==> src/rtl/mem_pkg.sv <==
// Shared types and constants for the memory arbiter and the CPU-side benches.
// State encoding, requester IDs, bus width defaults and the round-robin pick.
package mem_pkg;

  localparam int ADDR_W_DEF  = 8;
  localparam int DATA_W_DEF  = 8;
  localparam int TIMEOUT_DEF = 15;

  typedef enum logic [1:0] {
    IDLE    = 2'd0,
    ACCESS  = 2'd1,
    RELEASE = 2'd2
  } arb_state_t;

  typedef enum logic {
    GNT_FETCH = 1'b0,
    GNT_DATA  = 1'b1
  } gnt_t;

  // ISA opcode and register constants shared with the CPU control unit benches
  localparam logic [3:0] OP_NOP   = 4'h0;
  localparam logic [3:0] OP_LOAD  = 4'h1;
  localparam logic [3:0] OP_STORE = 4'h2;
  localparam logic [3:0] OP_ADD   = 4'h3;
  localparam logic [3:0] OP_SUB   = 4'h4;
  localparam logic [3:0] OP_JMP   = 4'h5;
  localparam logic [3:0] OP_JZ    = 4'h6;
  localparam logic [3:0] OP_HALT  = 4'hF;
  localparam logic [1:0] REG_A    = 2'd0;
  localparam logic [1:0] REG_B    = 2'd1;
  localparam logic [1:0] REG_PC   = 2'd2;
  localparam logic [1:0] REG_IR   = 2'd3;

  // On a tie the requester that was not served last wins.
  function automatic gnt_t next_grant(input logic f_req, input logic d_req,
                                      input gnt_t last);
    gnt_t g;
    if (f_req && d_req) g = (last == GNT_FETCH) ? GNT_DATA : GNT_FETCH;
    else if (d_req)     g = GNT_DATA;
    else                g = GNT_FETCH;
    return g;
  endfunction

endpackage

==> src/rtl/mem_watchdog.sv <==
// Cycle counter guarding a RAM access; flags expiry once TIMEOUT stalled
// cycles have been counted.
module mem_watchdog #(
  parameter int TIMEOUT = 15
) (
  input  logic clk,
  input  logic reset,
  input  logic clr_i,
  input  logic en_i,
  output logic expired_o
);

  localparam logic [7:0] TC = 8'(TIMEOUT);

  logic [7:0] count_q;
  logic [7:0] count_d;

  always_comb begin
    count_d = count_q;
    if (clr_i)     count_d = 8'd0;
    else if (en_i) count_d = count_q + 8'd1;
  end

  always_ff @(posedge clk) begin
    if (reset) count_q <= 8'd0;
    else       count_q <= count_d;
  end

  assign expired_o = (count_q == TC);

endmodule

==> src/rtl/mem_arbiter.sv <==
// Round-robin arbiter sharing one RAM port between instruction fetch and
// load/store, with ready handshake, one-cycle release and stall timeout.
module mem_arbiter
  import mem_pkg::*;
#(
  parameter int ADDR_W  = ADDR_W_DEF,
  parameter int DATA_W  = DATA_W_DEF,
  parameter int TIMEOUT = TIMEOUT_DEF
) (
  input  logic              clk,
  input  logic              reset,
  input  logic              f_req,
  input  logic [ADDR_W-1:0] f_addr,
  output logic              f_ack,
  output logic [DATA_W-1:0] f_rdata,
  input  logic              d_req,
  input  logic              d_we,
  input  logic [ADDR_W-1:0] d_addr,
  input  logic [DATA_W-1:0] d_wdata,
  output logic              d_ack,
  output logic [DATA_W-1:0] d_rdata,
  output logic              err,
  output logic              busy,
  output logic              mem_en,
  output logic              mem_read,
  output logic              mem_write,
  output logic [ADDR_W-1:0] mem_address,
  output logic [DATA_W-1:0] mem_input_data,
  input  logic [DATA_W-1:0] mem_output_data,
  input  logic              mem_ready
);

  arb_state_t state_q, state_d;
  gnt_t       last_q, last_d;
  gnt_t       gnt_q, gnt_d;

  logic              mem_en_q, mem_en_d;
  logic              mem_read_q, mem_read_d;
  logic              mem_write_q, mem_write_d;
  logic [ADDR_W-1:0] mem_address_q, mem_address_d;
  logic [DATA_W-1:0] mem_input_data_q, mem_input_data_d;
  logic              f_ack_q, f_ack_d;
  logic              d_ack_q, d_ack_d;
  logic [DATA_W-1:0] f_rdata_q, f_rdata_d;
  logic [DATA_W-1:0] d_rdata_q, d_rdata_d;
  logic              err_q, err_d;
  logic              busy_q, busy_d;

  logic wd_clr, wd_cnt_en, wd_expired;

  mem_watchdog #(.TIMEOUT(TIMEOUT)) u_watchdog (
    .clk       (clk),
    .reset     (reset),
    .clr_i     (wd_clr),
    .en_i      (wd_cnt_en),
    .expired_o (wd_expired)
  );

  always_comb begin
    state_d          = state_q;
    last_d           = last_q;
    gnt_d            = gnt_q;
    mem_en_d         = mem_en_q;
    mem_read_d       = mem_read_q;
    mem_write_d      = mem_write_q;
    mem_address_d    = mem_address_q;
    mem_input_data_d = mem_input_data_q;
    f_ack_d          = 1'b0;
    d_ack_d          = 1'b0;
    f_rdata_d        = f_rdata_q;
    d_rdata_d        = d_rdata_q;
    err_d            = 1'b0;
    busy_d           = busy_q;
    wd_clr           = 1'b0;
    wd_cnt_en        = 1'b0;

    unique case (state_q)
      IDLE: begin
        if (f_req || d_req) begin
          gnt_d    = next_grant(f_req, d_req, last_q);
          last_d   = gnt_d;
          wd_clr   = 1'b1;
          mem_en_d = 1'b1;
          busy_d   = 1'b1;
          state_d  = ACCESS;
          if (gnt_d == GNT_DATA) begin
            mem_read_d       = !d_we;
            mem_write_d      = d_we;
            mem_address_d    = d_addr;
            mem_input_data_d = d_wdata;
          end else begin
            mem_read_d    = 1'b1;
            mem_write_d   = 1'b0;
            mem_address_d = f_addr;
          end
        end
      end

      ACCESS: begin
        // ready wins over a timeout landing on the same cycle
        if (mem_ready || wd_expired) begin
          if (gnt_q == GNT_DATA) d_ack_d = 1'b1;
          else                   f_ack_d = 1'b1;
          if (!mem_ready)        err_d   = 1'b1;
          else if (mem_read_q) begin
            if (gnt_q == GNT_DATA) d_rdata_d = mem_output_data;
            else                   f_rdata_d = mem_output_data;
          end
          mem_en_d    = 1'b0;
          mem_read_d  = 1'b0;
          mem_write_d = 1'b0;
          state_d     = RELEASE;
        end else begin
          wd_cnt_en = 1'b1;
        end
      end

      RELEASE: begin
        busy_d  = 1'b0;
        state_d = IDLE;
      end

      default: begin
        mem_en_d    = 1'b0;
        mem_read_d  = 1'b0;
        mem_write_d = 1'b0;
        busy_d      = 1'b0;
        state_d     = IDLE;
      end
    endcase
  end

  always_ff @(posedge clk) begin
    if (reset) begin
      state_q          <= IDLE;
      last_q           <= GNT_FETCH;
      gnt_q            <= GNT_FETCH;
      mem_en_q         <= 1'b0;
      mem_read_q       <= 1'b0;
      mem_write_q      <= 1'b0;
      mem_address_q    <= '0;
      mem_input_data_q <= '0;
      f_ack_q          <= 1'b0;
      d_ack_q          <= 1'b0;
      f_rdata_q        <= '0;
      d_rdata_q        <= '0;
      err_q            <= 1'b0;
      busy_q           <= 1'b0;
    end else begin
      state_q          <= state_d;
      last_q           <= last_d;
      gnt_q            <= gnt_d;
      mem_en_q         <= mem_en_d;
      mem_read_q       <= mem_read_d;
      mem_write_q      <= mem_write_d;
      mem_address_q    <= mem_address_d;
      mem_input_data_q <= mem_input_data_d;
      f_ack_q          <= f_ack_d;
      d_ack_q          <= d_ack_d;
      f_rdata_q        <= f_rdata_d;
      d_rdata_q        <= d_rdata_d;
      err_q            <= err_d;
      busy_q           <= busy_d;
    end
  end

  assign mem_en         = mem_en_q;
  assign mem_read       = mem_read_q;
  assign mem_write      = mem_write_q;
  assign mem_address    = mem_address_q;
  assign mem_input_data = mem_input_data_q;
  assign f_ack          = f_ack_q;
  assign d_ack          = d_ack_q;
  assign f_rdata        = f_rdata_q;
  assign d_rdata        = d_rdata_q;
  assign err            = err_q;
  assign busy           = busy_q;

endmodule

==> config.mk <==
export PLATFORM = sky130hd
export DESIGN_NAME = mem_arbiter
export DESIGN_NICKNAME = d
export VERILOG_FILES = /design/src/rtl/mem_pkg.sv /design/src/rtl/mem_watchdog.sv /design/src/rtl/mem_arbiter.sv
export SDC_FILE = /design/constraint.sdc
export NUM_CORES = 1
export LEC_CHECK = 0
export CORE_AREA = 2 2 88 65
export CTS_BUF_LIST = sky130_fd_sc_hd__clkbuf_4
export CTS_CLUSTER_DIAMETER = 30
export DETAILED_ROUTE_END_ITERATION = 8
export DIE_AREA = 0 0 90 67
export PLACE_DENSITY = 0.72
export SYNTH_ARGS = -nofsm -noshare
export SYNTH_HDL_FRONTEND = slang
export SYNTH_HIERARCHICAL = 1
export SYNTH_SLANG_ARGS = --single-unit
==> constraint.sdc <==
create_clock -name clk -period 2.35 [get_ports clk]
set_clock_uncertainty 0.15 [all_clocks]
set_input_delay 0.47 -clock clk [delete_from_list [all_inputs] [get_ports clk]]
set_output_delay 0.47 -clock clk [all_outputs]
set_load 0.01 [all_outputs]
-- Yosys cells after proc, flatten, opt, wreduce, memory -nomap -nowiden
Index checks and enable logic that the tools add are counted.
- bitwise logic cells: 4
- add/subtract/negate cells: 1
- mux-type cells: 25
- reduce and logical (&&, ||, !) cells: 14
- equal/unequal tests: 5
- operator list (cell ; count):
    1-bit 2-to-1 mux ; 17
    5-bit AND reduction ; 2
    1-bit case mux with 3 select lines ; 3
    8-bit by 1-bit adder with 8-bit output (second input constant) ; 1
    8-bit by 4-bit == test with 1-bit output (second input constant) ; 1
    8-bit 2-to-1 mux ; 1
    2-bit AND reduction ; 3
    3-bit AND reduction ; 2
    2-bit 2-to-1 mux ; 2
    2-bit != test (second input constant) ; 2
    1-bit inverter ; 4
    2-bit case mux with 2 select lines ; 1
    3-bit OR reduction ; 1
    2-bit by 1-bit == test with 1-bit output (second input constant) ; 1
    2-bit == test (second input constant) ; 1
    2-bit logical NOT ; 1
    1-bit logical OR ; 2
    1-bit case mux with 2 select lines ; 1
    2-bit OR reduction ; 1
    1-bit logical AND ; 1
    1-bit logical NOT ; 1
- word-level logic and storage cells: 63
- register bits: 50
- output and inout bits: 39
- input bits: 38

-- Logic depth before layout (Yosys ltp)
- depth in word-level cells: 7
- gate-level depth with buffers: 8
- gate-level depth less buffers: 7

-- Hierarchy
The synthesis kept the hierarchy.
- by module, submodules not included (module ; times used ; seq. area each (µm²) ; cells an instance ; area an instance (µm²)):
    mem_arbiter ; 1 ; 840.8 ; 184 ; 1654.1
    mem_watchdog ; 1 ; 160.2 ; 40 ; 357.8

-- Least setup slack after synthesis
OpenSTA, ideal clock, no wires.
- path kind: register to register
- start point: reg u_watchdog.count_q[0]
- end point: reg u_watchdog.count_q[5]
- stages on the path, launching flop included: 9
- slack: 422 ps
- path buffers: 1
- arrival time: 1708 ps
- setup time: 70 ps
- period minus slack after synthesis: 1928 ps
- data required time: 2130 ps
- path through: dfxtp_1 > ha_1 > nand4b_1 > nor4_1 > nor3_1 > buf_2 > nand4_2 > or3_1 > a21oi_1
- longest elaborated chain between the ends: 4
- elaborated cells between the ends (all ways): 5
- those cells by class: add/sub (1); eq/ne (1); mux (2); reduce/logical (1)
- ends and longest elaborated chain (element ; RTL line ; text):
    from (decl) ; mem_watchdog.sv:15 ; logic [7:0] count_q;
    from (signal assigned) ; mem_watchdog.sv:26 ; else count_q <= count_d;
    8-bit by 4-bit == test with 1-bit output ; mem_watchdog.sv:29 ; assign expired_o = (count_q == TC);
    via wd_expired ; mem_arbiter.sv:49 ; logic wd_clr, wd_cnt_en, wd_expired;
    1-bit logical OR ; mem_arbiter.sv:101 ; if (mem_ready || wd_expired) begin
    1-bit 2-to-1 mux ; mem_arbiter.sv:101 ;
    1-bit 2-to-1 mux ; mem_arbiter.sv:77 ; unique case (state_q)
    via wd_cnt_en ; mem_arbiter.sv:49 ;
The timed path passes the listed nets, and every way through them passes these cells.
A chain may end at the register's enable or synchronous reset.

-- Worst setup path after layout
Same ends and word-level chain as after synthesis.

==> flow_summary.json <==
{
  "cts_htree_levels": 2,
  "cts-root-buf": "clkbuf_4",
  "synth_edf_count": 0,
  "grt_antenna_before_repair": 0,
  "clock_latency_ns": 0.38,
  "seqPwrFrac_pct": 55.8,
  "ys_seq_area_share_pct": 49.8,
  "synth_fp_nets": 263,
  "io_buffers": 76,
  "grt_pass1_wl_um": 7770,
  "period_minus_slack_ns": 2.13,
  "cp_max_fo": 5,
  "areaGrowthSynthToFinish_pct": 44.8,
  "crit_chain": "ha_1 > nand4b_1 > nor4_1 > nor3_1 > nand4_2 > or3_1 > a21oi_1",
  "ant_nets": 0,
  "pre_cts_slack_ns": 0.0702,
  "post_cts_buffers": 0,
  "initial_core_util_pct": 39.3,
  "critPathLaunchType": "flip-flop",
  "clock-sinks": 50,
  "grt_setup_unrepaired": "false",
  "track_usage_pct": 16.0,
  "rows": 22,
  "critPathTopFamily": "simple AND/OR/NAND/NOR gates",
  "pin_count": 77,
  "timing.fmax_mhz": 469,
  "maxCapViolations": 0,
  "crit_path_top_delay_cell": "or3_1",
  "die_h_um": 67,
  "seqCellArea_um2": 1000,
  "ys_ff_latch": 50,
  "worst_slew_pin_slew_ns": 0.509,
  "swShare_pct": 27.3,
  "synthArstFlopShare_pct": 0,
  "drive_gt1_share_pct": 8.91,
  "cts_buffers": 5,
  "cts_tree": "built",
  "max_stage_delay_ns": 0.39,
  "core-area_um2": 5120,
  "multiInputGateArea_um2": 927,
  "netlist_instances": 224,
  "peakVddDrop_mv": 0.225,
  "grt_overflow": 0,
  "ys_top_cells_by_area": "dfxtp_1, mux2i_1, nand2_1",
  "end_kind": "flip-flop",
  "synth.area.mux_share_pct": 8.46,
  "synth_flop_cell": "dfxtp_1",
  "arrival_ns": 2.28,
  "viasPerCell": 4.92,
  "synthesis.area_um2": 2010,
  "critical_path_class": "flip-flop to flip-flop",
  "synth-compound-area-share_pct": 15.4,
  "slew_violations": 0,
  "synth_cell_types": 37,
  "die_area_um2": 6030,
  "final-hold-violation-count": 0,
  "p_int_w": 0.00119,
  "synth_xor_area_share_pct": 1.74,
  "p_leak_nw": 1.11,
  "hold_ws_ns": 0.316,
  "num_vias": 1845,
  "diodes": 0,
  "fin_setup_tns_ns": 0,
  "synth_top_family_by_area": "simple AND/OR/NAND/NOR gates",
  "ys_top_cells_by_count": "dfxtp_1, nand2_1, a21oi_1, mux2i_1",
  "p_per_area_nw_per_um2": 563,
  "setup_ws_ns": 0.219,
  "max-clock-path-buffers": 2,
  "status": "completed",
  "setup_viol": 0,
  "fin_nets": 341,
  "yosys_warnings": 6,
  "power.total_w": 0.00164,
  "postCtsResizedCells": 0,
  "netlist.area_leader.share_pct": 49.8,
  "gp_congestion": 0.814,
  "final_cells": 375,
  "wl_per_cell_um": 12.7,
  "nFillCells": 473,
  "grt_max_degree": 27,
  "first_pass_iters": 4,
  "fp.dieW_um": 90,
  "synth_area_leader_cell": "dfxtp_1",
  "synth_fa_ha_area_share_pct": 0.622,
  "pwr-share-clk_pct": 24.8,
  "slew-limit-headroom_pct": 65.7,
  "p_comb_share_pct": 19.4,
  "hold_buffers": 0,
  "synth-simple-area-share_pct": 19.8,
  "clk_pin_slew_ns": 0.14,
  "p_switching_w": 0.000448,
  "syn_avg_cell_area_um2": 8.98,
  "finalWirelength_um": 4770,
  "period_share_pct": 90.7,
  "drt_iter0_drc": 73,
  "first_global_vias": 1726,
  "drcViolationCount": 0,
  "hold_path_class": "flip-flop to flip-flop",
  "dp_cells": 367,
  "dp_hpwl_um": 3460,
  "synth.most_common_cell": "dfxtp_1",
  "required_ns": 2.50,
  "path_buf_inv": 0
}
## sequential cells by signal (all words and copies together), names as in the netlist
register and flops:
err 1, f_rdata 8, mem_address 8, busy 1, mem_en 1, mem_input_data 8
mem_write 1, d_rdata 8, mem_read 1, f_ack 1, gnt_q 1, state_q 2
d_ack 1, u_watchdog/count_q 8
## tightest hold or removal path, cell delays in order (launching register included)
cell,delay [ns]
dfxtp_1,0.33
nand2_1,0.05
mux2i_1,0.05
## worst paths after layout
path / cells past startpoint / slack, ns / end / from
max: 7 / 0.22 / u_watchdog/count_q[5]$_SDFFE_PP0P_ / u_watchdog/count_q[0]$_SDFFE_PP0P_
min: 2 / 0.32 / f_rdata[0]$_SDFFE_PP0P_ / f_rdata[0]$_SDFFE_PP0P_
max reg2reg: 7 / 0.22 / u_watchdog/count_q[5]$_SDFFE_PP0P_ / u_watchdog/count_q[0]$_SDFFE_PP0P_
min reg2reg: 2 / 0.32 / f_rdata[0]$_SDFFE_PP0P_ / f_rdata[0]$_SDFFE_PP0P_
## area by class of cell
cell class,count,share of cell area (%)
clock inverter,2,0.473
clock buffer,6,1.55
inverter,4,0.515
sequential,50,34.4
tap,72,3.09
timing repair buffer,84,28.2
multi-input combinational,157,31.8
## metal layers
| layer | wire (um) | track usage [%] |
|---|---|---|
| met5 | 0 | 0 |
| met4 | 78 | 6.35 |
| met3 | 342 | 5.54 |
| met2 | 2060 | 27.0 |
| met1 | 2290 | 19.0 |
## power groups by stage
stage          logic (W)  registers (W)  clock network, W
4_1_cts         0.000321       0.000916          0.000417
6_report        0.000318       0.000915          0.000407
2_1_floorplan   0.000129       0.000949                 0
5_1_grt         0.000346       0.000921          0.000446
3_5_place_dp    0.000319       0.000934                 0
3_3_place_gp    0.000317       0.000934                 0
## logic make-up after synthesis
family	count (synthesis)
fa+ha+maj	1
simple gates	85
compound gates	50
flops	50
xor+xnor	4
mux	17
buf+inv	17
## through the flow
step           instance area, um^2  util [%]
5_1_grt                       2910      56.9
2_1_floorplan                 2010         -
3_5_place_dp                  2850      55.7
3_3_place_gp                  2850      55.7
6_report                      2910      56.9
4_1_cts                       2910      56.9
## layout by cell type (no fill, tap or decap), types with 2 or more instances in the layout
cell,n
clkdlybuf4s50_1,76
dfxtp_1,50
nand2_1,45
a21oi_1,23
mux2i_1,17
o21ai_0,11
nor2_1,11
nand3_1,10
a311oi_1,8
buf_4,8
clkbuf_4,6
or3_1,5
or2_2,3
nand4_1,3
xor2_1,3
inv_2,2
o21a_1,2
Note: power is estimated with default switching activity, not from simulation.
